[src/rtl/hazard_ctrl_unit.sv]
// rtl/hazard_ctrl_unit.sv - pipeline hazard controller: branch flush, load-use and memory stalls
// Drives per-stage flush/stall vectors and the PC hold, and keeps saturating event counters.
module hazard_ctrl_unit #(
  parameter int STAGES       = 3,
  parameter int BR_STAGE     = 1,
  parameter int DELAY_SLOT   = 0,
  parameter int FLUSH_CYCLES = 1,
  parameter int LU_CYCLES    = 1,
  parameter int REG_W        = 5,
  parameter int CNT_W        = 16
) (
  input  logic              clk,
  input  logic              rst_n,
  input  logic              branch_do,
  input  logic              mem_busy,
  input  logic              ex_is_load,
  input  logic [REG_W-1:0]  ex_rd,
  input  logic [REG_W-1:0]  id_rs,
  input  logic [REG_W-1:0]  id_rt,
  input  logic              id_use_rs,
  input  logic              id_use_rt,
  output logic [STAGES-1:0] flush_o,
  output logic [STAGES-1:0] stall_o,
  output logic              pc_hold_o,
  output logic              pc_sel_br_o,
  output logic              bubble_o,
  output logic              busy_o,
  output logic [CNT_W-1:0]  flush_cnt_o,
  output logic [CNT_W-1:0]  stall_cnt_o
);

  typedef enum logic [1:0] {RUN, FLUSH, LU_STALL, MEM_WAIT} state_e;

  localparam int CMAX = (FLUSH_CYCLES > LU_CYCLES) ? FLUSH_CYCLES : LU_CYCLES;
  localparam int CW   = $clog2(CMAX + 1);

  // Younger stages are cleared; the delay-slot stage survives when enabled.
  function automatic logic [STAGES-1:0] fmask_f();
    logic [STAGES-1:0] m;
    m = '0;
    for (int s = 0; s < STAGES; s++) begin
      if (s < BR_STAGE && !(DELAY_SLOT != 0 && s == BR_STAGE - 1)) m[s] = 1'b1;
    end
    return m;
  endfunction

  localparam logic [STAGES-1:0] FMASK   = fmask_f();
  localparam logic [CW-1:0]     FC_INIT = CW'(FLUSH_CYCLES - 1);
  localparam logic [CW-1:0]     LU_INIT = CW'(LU_CYCLES - 1);

  state_e            state_q, state_d;
  logic [CW-1:0]     cnt_q, cnt_d;
  logic              pend_br_q, pend_br_d;
  logic [CNT_W-1:0]  flush_cnt_q, flush_cnt_d;
  logic [CNT_W-1:0]  stall_cnt_q, stall_cnt_d;

  logic [STAGES-1:0] flush_v, stall_v;
  logic              pc_hold_v, pc_sel_v, bubble_v;
  logic              br_evt, lu_evt, lu_hazard;

  assign lu_hazard = ex_is_load && (ex_rd != '0) &&
                     ((id_use_rs && (id_rs == ex_rd)) || (id_use_rt && (id_rt == ex_rd)));

  always_comb begin
    state_d     = state_q;
    cnt_d       = cnt_q;
    pend_br_d   = pend_br_q;
    flush_v     = '0;
    stall_v     = '0;
    pc_hold_v   = 1'b0;
    pc_sel_v    = 1'b0;
    bubble_v    = 1'b0;
    br_evt      = 1'b0;
    lu_evt      = 1'b0;
    flush_cnt_d = flush_cnt_q;
    stall_cnt_d = stall_cnt_q;

    unique case (state_q)
      RUN: begin
        if (mem_busy) begin
          stall_v   = '1;
          pc_hold_v = 1'b1;
          pend_br_d = branch_do;
          state_d   = MEM_WAIT;
        end else if (branch_do) begin
          br_evt = 1'b1;
        end else if (lu_hazard) begin
          lu_evt = 1'b1;
        end
      end
      FLUSH: begin
        // branch_do here comes from a slot being flushed, so it is ignored
        if (mem_busy) begin
          stall_v   = '1;
          pc_hold_v = 1'b1;
        end else begin
          flush_v = FMASK;
          if (cnt_q == CW'(1)) state_d = RUN;
          else                 cnt_d   = cnt_q - CW'(1);
        end
      end
      LU_STALL: begin
        if (mem_busy) begin
          stall_v   = '1;
          pc_hold_v = 1'b1;
          pend_br_d = 1'b0;
          state_d   = MEM_WAIT;
        end else if (branch_do) begin
          br_evt = 1'b1;
        end else begin
          stall_v[0] = 1'b1;
          pc_hold_v  = 1'b1;
          bubble_v   = 1'b1;
          if (cnt_q == CW'(1)) state_d = RUN;
          else                 cnt_d   = cnt_q - CW'(1);
        end
      end
      MEM_WAIT: begin
        if (mem_busy) begin
          stall_v   = '1;
          pc_hold_v = 1'b1;
          pend_br_d = pend_br_q | branch_do;
        end else begin
          state_d   = RUN;
          pend_br_d = 1'b0;
          br_evt    = pend_br_q;
        end
      end
      default: state_d = RUN;
    endcase

    if (br_evt) begin
      flush_v  = FMASK;
      pc_sel_v = 1'b1;
      if (FLUSH_CYCLES > 1) begin
        state_d = FLUSH;
        cnt_d   = FC_INIT;
      end else begin
        state_d = RUN;
      end
      if (flush_cnt_q != '1) flush_cnt_d = flush_cnt_q + CNT_W'(1);
    end

    if (lu_evt) begin
      stall_v[0] = 1'b1;
      pc_hold_v  = 1'b1;
      bubble_v   = 1'b1;
      if (LU_CYCLES > 1) begin
        state_d = LU_STALL;
        cnt_d   = LU_INIT;
      end
    end

    if ((|stall_v) && (stall_cnt_q != '1)) stall_cnt_d = stall_cnt_q + CNT_W'(1);
  end

  always_ff @(posedge clk) begin
    if (!rst_n) begin
      state_q     <= RUN;
      cnt_q       <= '0;
      pend_br_q   <= 1'b0;
      flush_cnt_q <= '0;
      stall_cnt_q <= '0;
    end else begin
      state_q     <= state_d;
      cnt_q       <= cnt_d;
      pend_br_q   <= pend_br_d;
      flush_cnt_q <= flush_cnt_d;
      stall_cnt_q <= stall_cnt_d;
    end
  end

  // Everything is forced low while reset is held, independent of flop contents.
  assign flush_o     = rst_n ? flush_v : '0;
  assign stall_o     = rst_n ? stall_v : '0;
  assign pc_hold_o   = rst_n & pc_hold_v;
  assign pc_sel_br_o = rst_n & pc_sel_v;
  assign bubble_o    = rst_n & bubble_v;
  assign busy_o      = rst_n & (state_q != RUN);
  assign flush_cnt_o = rst_n ? flush_cnt_q : '0;
  assign stall_cnt_o = rst_n ? stall_cnt_q : '0;

endmodule

[config.mk]
export PLATFORM = sky130hd
export DESIGN_NAME = hazard_ctrl_unit
export DESIGN_NICKNAME = d
export VERILOG_FILES = /design/src/rtl/hazard_ctrl_unit.sv
export SDC_FILE = /design/constraint.sdc
export NUM_CORES = 1
export LEC_CHECK = 0
export ABC_AREA = 1
export CAP_MARGIN = 15
export CORE_AREA = 2 2 87 64
export CTS_CLUSTER_DIAMETER = 100
export DETAILED_ROUTE_END_ITERATION = 6
export DIE_AREA = 0 0 89 66
export HOLD_SLACK_MARGIN = 0.1
export PLACE_DENSITY = 0.84
export SETUP_SLACK_MARGIN = 0.05
export SLEW_MARGIN = 30
export SYNTH_ARGS = -nofsm -noshare
export SYNTH_HDL_FRONTEND = slang
export SYNTH_SLANG_ARGS = --single-unit
[constraint.sdc]
create_clock -name clk -period 5.8 [get_ports clk]
set_input_delay 1.74 -clock clk [delete_from_list [all_inputs] [get_ports clk]]
set_output_delay 1.74 -clock clk [all_outputs]
set_load 0.02 [all_outputs]
==> impl_metrics.py, run 1 <==
metrics = {
    "outcome": {
        "status": "finished, final reports clean",
    },
    "clock_tree": {
        "worst_setup_hold_path_clk_slew_ns": 0.07,
        "latest_clock_arrival_within_the_worst_skew_pair_ns": 0.30,
        "clock_tree.root_cell": "clkbuf_8",
        "clock_tree.buffer_depth": 2,
        "cts_hold_repair.buffers": 0,
        "depth_of_the_cts_h_tree": 2,
        "tritoncts_num_sinks": 36,
        "post-cts-setup-buffer-count": 0,
        "cts-buffers-inserted": 5,
        "tritoncts": "done",
        "ctsResizeCount": 0,
    },
    "timing": {
        "min_period_ns": 5.38,
        "finalHoldWorstSlack_ns": 0.506,
        "fin_worst_skew_ns": 0.0123,
        "hold_viol_final": 0,
        "max_freq_ghz": 0.186,
        "slew-limit-headroom_pct": 62.8,
        "unrepaired_setup_endpoints_after_global_routing": "no",
        "finalSetupViolations": 0,
        "totalNegativeSetupSlack_ns": 0,
        "post-route-period-util_pct": 92.7,
        "worst_pin_slew_ns": 0.556,
        "worst_slack_ns": 0.422,
        "report.final.slew_viol_count": 0,
    },
    "global_routing": {
        "grt_start_max_net_pins": 32,
        "grt_antenna_before_repair": 0,
        "first_global_vias": 2303,
        "overflow": 0,
        "globalRouteTotalUtil_pct": 21.2,
        "grt_first_pass_wirelength_um": 9820,
    },
    "pwr": {
        "powerDensity_nw_per_um2": 157,
        "power_leakage_nw": 1.54,
        "vdd_ir_drop_max_mv": 0.0799,
    },
    "die": {
        "fp-row-count": 22,
        "fp.coreArea_um2": 5060,
        "fp.dieH_um": 66,
        "die_width_um": 89,
        "start_util_pct": 51.8,
        "num_io_pins": 64,
        "area_enclosed_by_the_die_boundary_um2": 5870,
    },
    "placement": {
        "post-place-ws_ns": 0.423,
        "buffer_ports.inserted": 61,
        "gp_congestion": 0.890,
        "dp_hpwl_um": 4390,
        "post-place-cells": 548,
    },
    "setup_path": {
        "critical_path_required_ns": 4.06,
        "critical_path.startpoint_type": "primary input",
        "worst-endpoint-arrival_ns": 3.64,
        "path_class": "in2out",
        "worst-path-max-fanout": 8,
        "worstSetupEndpointType": "primary output",
    },
    "min_path": {
        "worst_hold_path_type": "reg2reg",
    },
    "synth": {
        "yosys_warnings": 0,
        "synth.distinct_cells": 34,
        "synthDominantCellAreaShare_pct": 27.5,
        "synth_ff_type": "dfxtp_1",
        "post_synthesis_sequential_element_count": 36,
        "synthMostInstantiatedCell": "nand2_1",
        "synth_area_leaders": "dfxtp_1, nand2_1, inv_1",
        "asyncSetResetFlopFracSynth_pct": 0,
        "synth-seq-area-share_pct": 27.5,
        "synth_top_cell_by_area": "dfxtp_1",
        "netlist_top_cells_count": "nand2_1, inv_1, nor2_1",
        "synth-edff-count": 0,
        "syn_area_um2": 2620,
        "synth_cells": 430,
        "avgSynthCellArea_um2": 6.10,
    },
    "drt": {
        "initialDrtViolationCount": 175,
        "route.detailed.wl_per_inst_um": 10.7,
        "drtPass1Iterations": 4,
        "route.antenna.remaining_nets": 0,
        "post-route-drc-count": 0,
        "num_vias": 2733,
        "route.final.wire_length_um": 5940,
        "post_drt_via_cell_ratio": 4.92,
    },
    "run": {
        "max_cap_violations": 0,
    },
    "finish": {
        "final_cell_count_without_fillers": 556,
        "num-fill-cells": 459,
        "final_layout_size_suffix_gt1_share_pct": 7.23,
        "multi_input_comb_area_um2": 1500,
        "finish.utilization_pct": 65.9,
        "layout-area-overhead-vs-synth_pct": 27.3,
        "regArea_um2": 721,
        "antenna_cells_inserted": 0,
        "finalNetCount": 507,
    },
}
-- where the power goes --
group | total (mW) | internal [mW] | switching, mW | leakage, nW
Combinational | 0.0876 | 0.0369 | 0.0507 | 1.20
Clock | 0.179 | 0.0836 | 0.0953 | 0.0479
Sequential | 0.258 | 0.252 | 0.00531 | 0.292
-- state kept, by name (all words and copies together), names as in the netlist --
signal and flops:
cnt_q 1, flush_cnt_q 16, pend_br_q 1, stall_cnt_q 16, state_q 2
-- worst max-delay path, cell delays in order --
cell and delay [ns]:
clkdlybuf4s50_1 0.55, inv_1 0.17, nand4_1 0.10, nor2_1 0.12, nand2_1 0.13, a21oi_1 0.19, clkdlybuf4s50_1 0.63
-- cells by family after synthesis --
logic type | after synthesis | share of synthesized area (%)
adder cells (fa/ha/maj) | 2 | 0.954
AND/OR/NAND/NOR | 222 | 37.3
AO/OA/AOI/OAI | 52 | 12.3
buffers and inverters | 98 | 15.5
flip-flops | 36 | 27.5
other | 1 | 0.143
XOR/XNOR | 19 | 6.35
-- through the flow --
step / total power, mW / instance area [um^2]
5_1_grt: 0.549 / 3340
2_1_floorplan: 0.319 / 2630
4_1_cts: 0.528 / 3340
3_5_place_dp: 0.350 / 3250
3_3_place_gp: 0.348 / 3250
6_report: 0.524 / 3340
-- per-layer routing --
layer	global-route usage (%)	up-vias	wire [um]
met5	0	-	0
met4	5.78	0	61
met3	5.74	6	400
met2	34.0	93	2560
met1	28.0	1208	2910
li1	-	1426	-
-- cell type report --
class / count / share of cell area, %
Clock inverter: 3 / 0.562
Inverter: 79 / 8.88
Multi-Input combinational cell: 297 / 44.9
Tap cell: 72 / 2.70
Clock buffer: 5 / 2.06
Sequential cell: 36 / 21.6
Timing Repair Buffer: 64 / 19.3
-- placed cells by master, fill, tap and decap left out, types with 4 or more instances in the layout --
cell / count
inv_1: 77
xor2_1: 12
a21oi_2: 10
nand2_4: 4
o21ai_0: 12
clkdlybuf4s50_1: 61
xnor2_1: 7
a21oi_1: 24
nand2_1: 123
dfxtp_1: 36
nand3_1: 34
nor3_1: 7
clkbuf_8: 5
nor2_1: 37
nand4_1: 7
-- path summary, 6_finish.rpt --
kind / from / end / slack (ns) / cells after the start
setup / recovery: mem_busy / stall_o[0] / 0.42 / 7
setup reg to reg: stall_cnt_q[0] / stall_cnt_q[8] / 3.95 / 9
hold / removal: flush_cnt_q[5] / flush_cnt_q[5] / 0.51 / 2
hold reg to reg: flush_cnt_q[5] / flush_cnt_q[5] / 0.51 / 2
Note: power is estimated with default switching activity, not from simulation.
==> run 2: changes to the inputs <==
--- a/config.mk
+++ b/config.mk
@@ -13,6 +13,7 @@
 export DIE_AREA = 0 0 89 66
 export HOLD_SLACK_MARGIN = 0.1
 export PLACE_DENSITY = 0.84
+export REMOVE_ABC_BUFFERS = 1
 export SETUP_SLACK_MARGIN = 0.05
 export SLEW_MARGIN = 30
 export SYNTH_ARGS = -nofsm -noshare
==> impl_metrics.py, run 2 (synthesis gave the netlist of run 1 again) <==
metrics = {
    "global_routing": {
        "globalRouteTotalUtil_pct": 21.0,
        "grt_first_pass_wirelength_um": 9920,
        "overflow": 0,
        "grt_start_max_net_pins": 27,
        "globalRouteMet3Util_pct": 4.62,
        "grt_antenna_before_repair": 0,
        "use_met1_pct": 26.7,
        "first_global_vias": 2362,
        "top_usage_layer": "met2",
        "globalRouteMet2Util_pct": 35.5,
    },
    "die": {
        "start_util_pct": 51.8,
        "fp.dieH_um": 66,
        "die_width_um": 89,
        "fp.coreArea_um2": 5060,
        "num_io_pins": 64,
        "area_enclosed_by_the_die_boundary_um2": 5870,
        "fp-row-count": 22,
    },
    "pwr": {
        "power_leakage_nw": 1.54,
        "powerDensity_nw_per_um2": 168,
        "vdd_ir_drop_max_mv": 0.123,
    },
    "setup_path": {
        "path_class": "in2out",
        "worst-path-max-fanout": 3,
        "r2r_start": "flush_cnt_q[0]",
        "critical_path_required_ns": 4.06,
        "length_in_cells_of_the_worst_reg_to_reg_path": 9,
        "critPathLaunch": "ex_rd[4]",
        "worst-endpoint-arrival_ns": 3.65,
        "critical_path.startpoint_type": "primary input",
        "r2r-end": "flush_cnt_q[5]",
        "r2r_slack_ns": 3.96,
        "worstSetupEndpointType": "primary output",
        "endpoint": "stall_o[0]",
    },
    "drt": {
        "drtPass1Iterations": 4,
        "route.final.wire_length_um": 5820,
        "route.detailed.wl_per_inst_um": 10.5,
        "route.antenna.remaining_nets": 0,
        "initialDrtViolationCount": 133,
        "num_vias": 2662,
        "post-route-drc-count": 0,
        "post_drt_via_cell_ratio": 4.79,
    },
    "timing": {
        "report.final.slew_viol_count": 0,
        "fin_worst_skew_ns": 0.0107,
        "unrepaired_setup_endpoints_after_global_routing": "no",
        "post-route-period-util_pct": 93.0,
        "min_period_ns": 5.39,
        "finalSetupViolations": 0,
        "worst_pin_slew_ns": 0.811,
        "totalNegativeSetupSlack_ns": 0,
        "finalHoldWorstSlack_ns": 0.501,
        "hold_viol_final": 0,
        "max_freq_ghz": 0.185,
        "slew-limit-headroom_pct": 45.9,
    },
    "clock_tree": {
        "tritoncts": "done",
        "cts-buffers-inserted": 5,
        "latest_clock_arrival_within_the_worst_skew_pair_ns": 0.29,
        "clock_tree.buffer_depth": 2,
        "ctsResizeCount": 0,
        "worst_setup_hold_path_clk_slew_ns": 0.06,
        "depth_of_the_cts_h_tree": 2,
        "cts_hold_repair.buffers": 0,
        "tritoncts_num_sinks": 36,
        "post-cts-setup-buffer-count": 0,
        "clock_tree.root_cell": "clkbuf_8",
    },
    "finish": {
        "finalNetCount": 507,
        "layout-area-overhead-vs-synth_pct": 27.6,
        "final_common_cell": "nand2_1",
        "finish.utilization_pct": 66.1,
        "most-common-layout-cells": "nand2_1, inv_1, clkdlybuf4s50_1",
        "final_layout_size_suffix_gt1_share_pct": 7.02,
        "reg_top3": "flush_cnt_q: 16 flops, stall_cnt_q: 16 flops, state_q: 2 flops",
        "antenna_cells_inserted": 0,
    },
    "placement": {
        "buffer_ports.inserted": 61,
        "dp_hpwl_um": 4320,
        "gp_congestion": 0.829,
    },
    "run": {
        "max_cap_violations": 0,
    },
    "min_path": {
        "worst_hold_path_type": "reg2reg",
    },
    "outcome": {
        "status": "finished, final reports clean",
    },
}
-- run 2: changes by cell type in the layout (fill, tap and decap cells not counted) --
cell	change
buf_12	-1
buf_4	+1
bufinv_16	+1
clkbuf_1	+1
clkinv_2	-1
clkinv_4	-1
-- run 2: cell type report --
cell class	count	area, um^2
Sequential cell	36	721
Multi-Input combinational cell	297	1500
Fill cell	462	1720
Inverter	79	297
Clock inverter	2	35.0
Timing Repair Buffer	64	633
Tap cell	72	90.1
Clock buffer	6	72.6
-- run 2: how the worst min path moves through the flow --
stage	startpoint	end	slack, ns	cells after the start
floorplan	flush_cnt_q[12]	flush_cnt_q[12]	0.46	2
global placement	flush_cnt_q[5]	flush_cnt_q[5]	0.49	2
detailed placement	stall_cnt_q[1]	stall_cnt_q[1]	0.49	2
CTS	stall_cnt_q[1]	stall_cnt_q[1]	0.50	2
global route	stall_cnt_q[1]	stall_cnt_q[1]	0.53	2
finish	stall_cnt_q[1]	stall_cnt_q[1]	0.50	2
-- run 2: stage by stage --
stage | area, um^2 | instances | power [mW] | setup slack [ns]
CTS | 3350 | 556 | 0.565 | 0.399
global route | 3350 | 556 | 0.587 | 0.253
floorplan | 2520 | 412 | 0.308 | 1.23
detailed placement | 3240 | 548 | 0.349 | 0.418
finish | 3350 | 556 | 0.563 | 0.408
global placement | 3240 | 548 | 0.347 | 0.452
-- run 2: worst max-delay path, stage by stage --
cell and delay, ns:
clkdlybuf4s50_1 0.50, inv_1 0.08, nand2_1 0.06, nand2_1 0.05
nor2_1 0.11, nand3_1 0.07, nand2_1 0.07, nand2_1 0.10
a21oi_1 0.21, clkdlybuf4s50_1 0.66
-- run 2: routing by layer --
| layer | routed length [um] | vias up |
|---|---|---|
| li1 | - | 1424 |
| met1 | 2780 | 1156 |
| met2 | 2650 | 74 |
| met3 | 345 | 8 |
| met4 | 48 | 0 |
| met5 | 0 | - |
-- run 2: power breakdown --
| part | internal [mW] | switching [mW] | total, mW |
|---|---|---|---|
| combinational | 0.0359 | 0.0501 | 0.0860 |
| sequential | 0.252 | 0.00541 | 0.258 |
| clock | 0.128 | 0.0914 | 0.219 |
| total | 0.416 | 0.147 | 0.563 |
==> patch 1: new RTL, config.mk and constraints of run 2 <==
Change the parameter `CNT_W` from 16 to 20.
--- a/src/rtl/hazard_ctrl_unit.sv
+++ b/src/rtl/hazard_ctrl_unit.sv
@@ -7,7 +7,7 @@
   parameter int FLUSH_CYCLES = 1,
   parameter int LU_CYCLES    = 1,
   parameter int REG_W        = 5,
-  parameter int CNT_W        = 16
+  parameter int CNT_W        = 20
 ) (
   input  logic              clk,
   input  logic              rst_n,
Ports: changed (resized flush_cnt_o and stall_cnt_o); port bits go from 64 to 72. No check against the original RTL was run, so the function may have changed too.
==> patch 1 against run 2 <==
Count of clock-buffer cells in the layout down 1; clock skew up 2.1 ps; sequential cell count up 8; final area up 20%; power up 16%; setup slack worse by 8.2 ps; area after synthesis up 25%; non-clock buffer count up 8; synthesized cell count up 30%; combinational power up 6.2%; wire length up 46%; largest cell class unchanged.
==> patch 1: results (changes against run 2) <==
<table>
<tr><th>Metric</th><th>Value</th></tr>
<tr><th colspan="2">Layout</th></tr>
<tr><td>Count of plain and timing-repair buffers</td><td>72 (+13%)</td></tr>
<tr><td>Non-Clock Buffer Area Fraction</td><td>18.0% (-0.92 points)</td></tr>
<tr><td>Clock buf count</td><td>5 (-1)</td></tr>
<tr><td>Seq. cell area</td><td>881 um2 (+22%)</td></tr>
<tr><td>Registers with the most flip-flops</td><td>flush_cnt_q: 20 flops, stall_cnt_q: 20 flops, state_q: 2 flops</td></tr>
<tr><td>Fin nets</td><td>635 (+25%)</td></tr>
<tr><td>Clock buffer and inverter area fraction after layout</td><td>2.85% (-0.36 points)</td></tr>
<tr><th colspan="2">Setup path</th></tr>
<tr><td>Crit-path max cell delay</td><td>770 ps (+110 ps)</td></tr>
<tr><td>Worst-path maximum fanout</td><td>11 (+8)</td></tr>
<tr><td>Arrival time reported for the critical path endpoint</td><td>3660 ps (about the same)</td></tr>
<tr><th colspan="2">Pwr</th></tr>
<tr><td>Net load switching power</td><td>183 uW (+24%)</td></tr>
<tr><td>Leakage power summed over all cells</td><td>1.83 nW (+18%)</td></tr>
<tr><td>Maximum resistive drop on vdd</td><td>92.2 uV (-25%)</td></tr>
<tr><th colspan="2">Placement</th></tr>
<tr><td>Setup WS pre-CTS</td><td>421 ps (+2.77 ps)</td></tr>
<tr><td>Final Wtd Congestion</td><td>0.920 (+11%)</td></tr>
<tr><th colspan="2">Yosys</th></tr>
<tr><td>Share of the synthesized area in compound gates (AO/OA/AOI/OAI)</td><td>9.06% (-3.2 points)</td></tr>
<tr><td>XOR/XNOR share of the synthesized area</td><td>7.22% (+0.88 points)</td></tr>
<tr><td>Most used standard cells in the synthesized netlist</td><td>sky130_fd_sc_hd__nand2_1 (191), sky130_fd_sc_hd__inv_1 (79), sky130_fd_sc_hd__nor2_1 (53)</td></tr>
<tr><td>Sequential-to-total area share from yosys stat</td><td>26.9% (-0.58 points)</td></tr>
<tr><th colspan="2">Drt</th></tr>
<tr><td>Pre-antenna DRT Iters</td><td>6 (+2)</td></tr>
<tr><td>Vias/cell</td><td>5.34 (+12%)</td></tr>
<tr><td>Length of routed met2 wiring</td><td>3.63 mm (+37%)</td></tr>
<tr><th colspan="2">Global route</th></tr>
<tr><td>GRT Util Overall</td><td>30.2% (+9.2 points)</td></tr>
<tr><td>Maximum number of pins on one net before global-route repair</td><td>40 (+48%)</td></tr>
<tr><td>Met2 routing resource usage after global routing</td><td>46.9% (+11 points)</td></tr>
<tr><td>Met3 demand-to-capacity share in global routing</td><td>6.37% (+1.7 points)</td></tr>
<tr><th colspan="2">Status</th></tr>
<tr><td>Status</td><td>finished, final reports clean</td></tr>
<tr><th colspan="2">CTS</th></tr>
<tr><td>Clock latency on the worst-skew pair</td><td>320 ps (+30 ps)</td></tr>
</table>
==> patch 1: final timing paths <==
path / startpoint / to / slack [ps]
setup / recovery: rst_n / stall_o[0] / 400
hold / removal: cnt_q / cnt_q / 520
setup reg to reg: stall_cnt_q[0] / stall_cnt_q[9] / 2880
hold reg to reg: cnt_q / cnt_q / 520
==> patch 1: per-stage QoR <==
step                util (%)  std cells  power, mW  instance area (um2)  hold WS, ps
finish                  79.6        684      0.655                 4030          519
global route            79.6        684      0.676                 4030          518
CTS                     79.6        684      0.654                 4030          508
detailed placement      77.3        676      0.410                 3920          495
global placement        77.3        676      0.407                 3920          481
floorplan                  -        532      0.365                 3100          465
==> patch 1: power by group through the flow <==
stage | clock (mW) | sequential (mW) | combinational [mW]
detailed placement | 0 | 0.321 | 0.0898
global placement | 0 | 0.320 | 0.0869
global route | 0.261 | 0.315 | 0.100
finish | 0.250 | 0.314 | 0.0913
floorplan | 0 | 0.319 | 0.0461
CTS | 0.250 | 0.314 | 0.0901
==> patch 2: new RTL, flow settings as in run 2 <==
Without the edit above. Register the output `flush_cnt_o`, cleared by the reset; this adds one clock of latency there. The other outputs are not delayed to match.
--- a/src/rtl/hazard_ctrl_unit.sv
+++ b/src/rtl/hazard_ctrl_unit.sv
@@ -177,7 +177,13 @@
   assign pc_sel_br_o = rst_n & pc_sel_v;
   assign bubble_o    = rst_n & bubble_v;
   assign busy_o      = rst_n & (state_q != RUN);
-  assign flush_cnt_o = rst_n ? flush_cnt_q : '0;
+  always_ff @(posedge clk) begin
+    if (!rst_n) begin
+      flush_cnt_o <= '0;
+    end else begin
+      flush_cnt_o <= rst_n ? flush_cnt_q : '0;
+    end
+  end
   assign stall_cnt_o = rst_n ? stall_cnt_q : '0;
 
 endmodule
Behaviour: not the same (Yosys sat finds a counterexample within 4 cycles, from zero or initial values and one cycle with rst_n low).
==> patch 2 against run 2 <==
Register-to-register slack worse by 280 ps; final area is 9.5% higher; critical path type unchanged; largest power group unchanged; wire length rose by 8.6%; setup slack better by 22 ps; power grew 16%; area after synthesis is 12% higher; global-route usage up 1.6 points; highest routed layer unchanged; sequential cell count is 16 higher.
==> patch 2: results (changes against run 2) <==
<table>
<tr><th>Metric</th><th>Value</th></tr>
<tr><th colspan="2">Drt</th></tr>
<tr><td>Average detailed-routed wire length per instance</td><td>11.1 um (+5.6%)</td></tr>
<tr><td>Via count</td><td>2,912 (+9.4%)</td></tr>
<tr><td>Length of routed met2 wiring</td><td>2.76 mm (+4.2%)</td></tr>
<tr><td>Detailed-route wire length on metal 1</td><td>3.09 mm (+11%)</td></tr>
<tr><td>Pre-antenna DRT Iters</td><td>5 (+1)</td></tr>
<tr><td>Met3 wire len</td><td>435 um (+26%)</td></tr>
<tr><th colspan="2">Status</th></tr>
<tr><td>Status</td><td>finished, final reports clean</td></tr>
<tr><th colspan="2">Hold path</th></tr>
<tr><td>Start point of the worst min-delay path</td><td>flush_cnt_q[1]</td></tr>
<tr><td>Hold EP</td><td>flush_cnt_o[1]</td></tr>
<tr><th colspan="2">Setup path</th></tr>
<tr><td>Endpoint of the worst-slack reg-to-reg timing path</td><td>stall_cnt_q[4]</td></tr>
<tr><td>Arrival time reported for the critical path endpoint</td><td>3630 ps (-20 ps)</td></tr>
<tr><td>Worst-path maximum fanout</td><td>4 (+1)</td></tr>
<tr><th colspan="2">Placement</th></tr>
<tr><td>Detail Placement HPWL</td><td>4.77 mm (+11%)</td></tr>
<tr><td>Placed insts</td><td>564 (+2.9%)</td></tr>
<tr><th colspan="2">Yosys</th></tr>
<tr><td>Largest cells by area after synthesis</td><td>sky130_fd_sc_hd__dfxtp_1 (35%), sky130_fd_sc_hd__nand2_1 (14%), sky130_fd_sc_hd__inv_1 (8.9%), sky130_fd_sc_hd__nand3_1 (5.9%), sky130_fd_sc_hd__nor2_1 (5.3%)</td></tr>
<tr><td>Mean area per synthesized cell</td><td>6.64 um2 (+8.9%)</td></tr>
<tr><td>Most used standard cells in the synthesized netlist</td><td>sky130_fd_sc_hd__nand2_1 (113), sky130_fd_sc_hd__inv_1 (70), sky130_fd_sc_hd__dfxtp_1 (52)</td></tr>
<tr><th colspan="2">Layout</th></tr>
<tr><td>Registers with the most flip-flops</td><td>flush_cnt_o: 16 flops, flush_cnt_q: 16 flops, stall_cnt_q: 16 flops</td></tr>
<tr><td>Layout filler cell count</td><td>470 (+1.7%)</td></tr>
<tr><td>Fin nets</td><td>523 (+3.2%)</td></tr>
<tr><th colspan="2">CTS</th></tr>
<tr><td>Clock-pin transition on the worst setup and hold timing paths</td><td>90 ps (+30 ps)</td></tr>
<tr><th colspan="2">Pwr</th></tr>
<tr><td>Leakage power summed over all cells</td><td>1.65 nW (+6.9%)</td></tr>
<tr><th colspan="2">Global route</th></tr>
<tr><td>Met2 routing resource usage after global routing</td><td>36.9% (+1.4 points)</td></tr>
<tr><td>Met3 demand-to-capacity share in global routing</td><td>4.74% (+0.12 points)</td></tr>
<tr><td>Wire length of the first global-routing pass</td><td>10.6 mm (+6.3%)</td></tr>
<tr><td>Met1 track utilization from global routing</td><td>30.4% (+3.7 points)</td></tr>
<tr><th colspan="2">STA</th></tr>
<tr><td>Hold_ws</td><td>466 ps (-34.3 ps)</td></tr>
</table>
patch 2: cells by family after synthesis:
| family | count (synthesis) | synth area share (%) |
|---|---|---|
| other cells | 1 | 0.127 |
| flops | 52 | 35.3 |
| xor+xnor | 16 | 4.75 |
| fa+ha+maj | 2 | 0.848 |
| buf+inv | 90 | 12.8 |
| compound gates | 52 | 10.9 |
| simple gates | 231 | 35.3 |
patch 2: layout make-up:
class / count / share of cell area (%)
clock buffers: 5 / 1.88
clock inverters: 3 / 0.512
inverters: 72 / 7.37
multi-input cells: 303 / 41.9
flip-flops and latches: 52 / 28.4
well taps: 72 / 2.46
repair buffers: 65 / 17.5
patch 2: power by group through the flow:
stage | logic (mW) | registers [mW] | clock network, mW
after floorplan | 0.0439 | 0.377 | 0
after global placement | 0.0834 | 0.377 | 0
after detailed placement | 0.0849 | 0.377 | 0
after CTS | 0.0852 | 0.369 | 0.206
after global routing | 0.0949 | 0.370 | 0.223
final | 0.0854 | 0.369 | 0.198
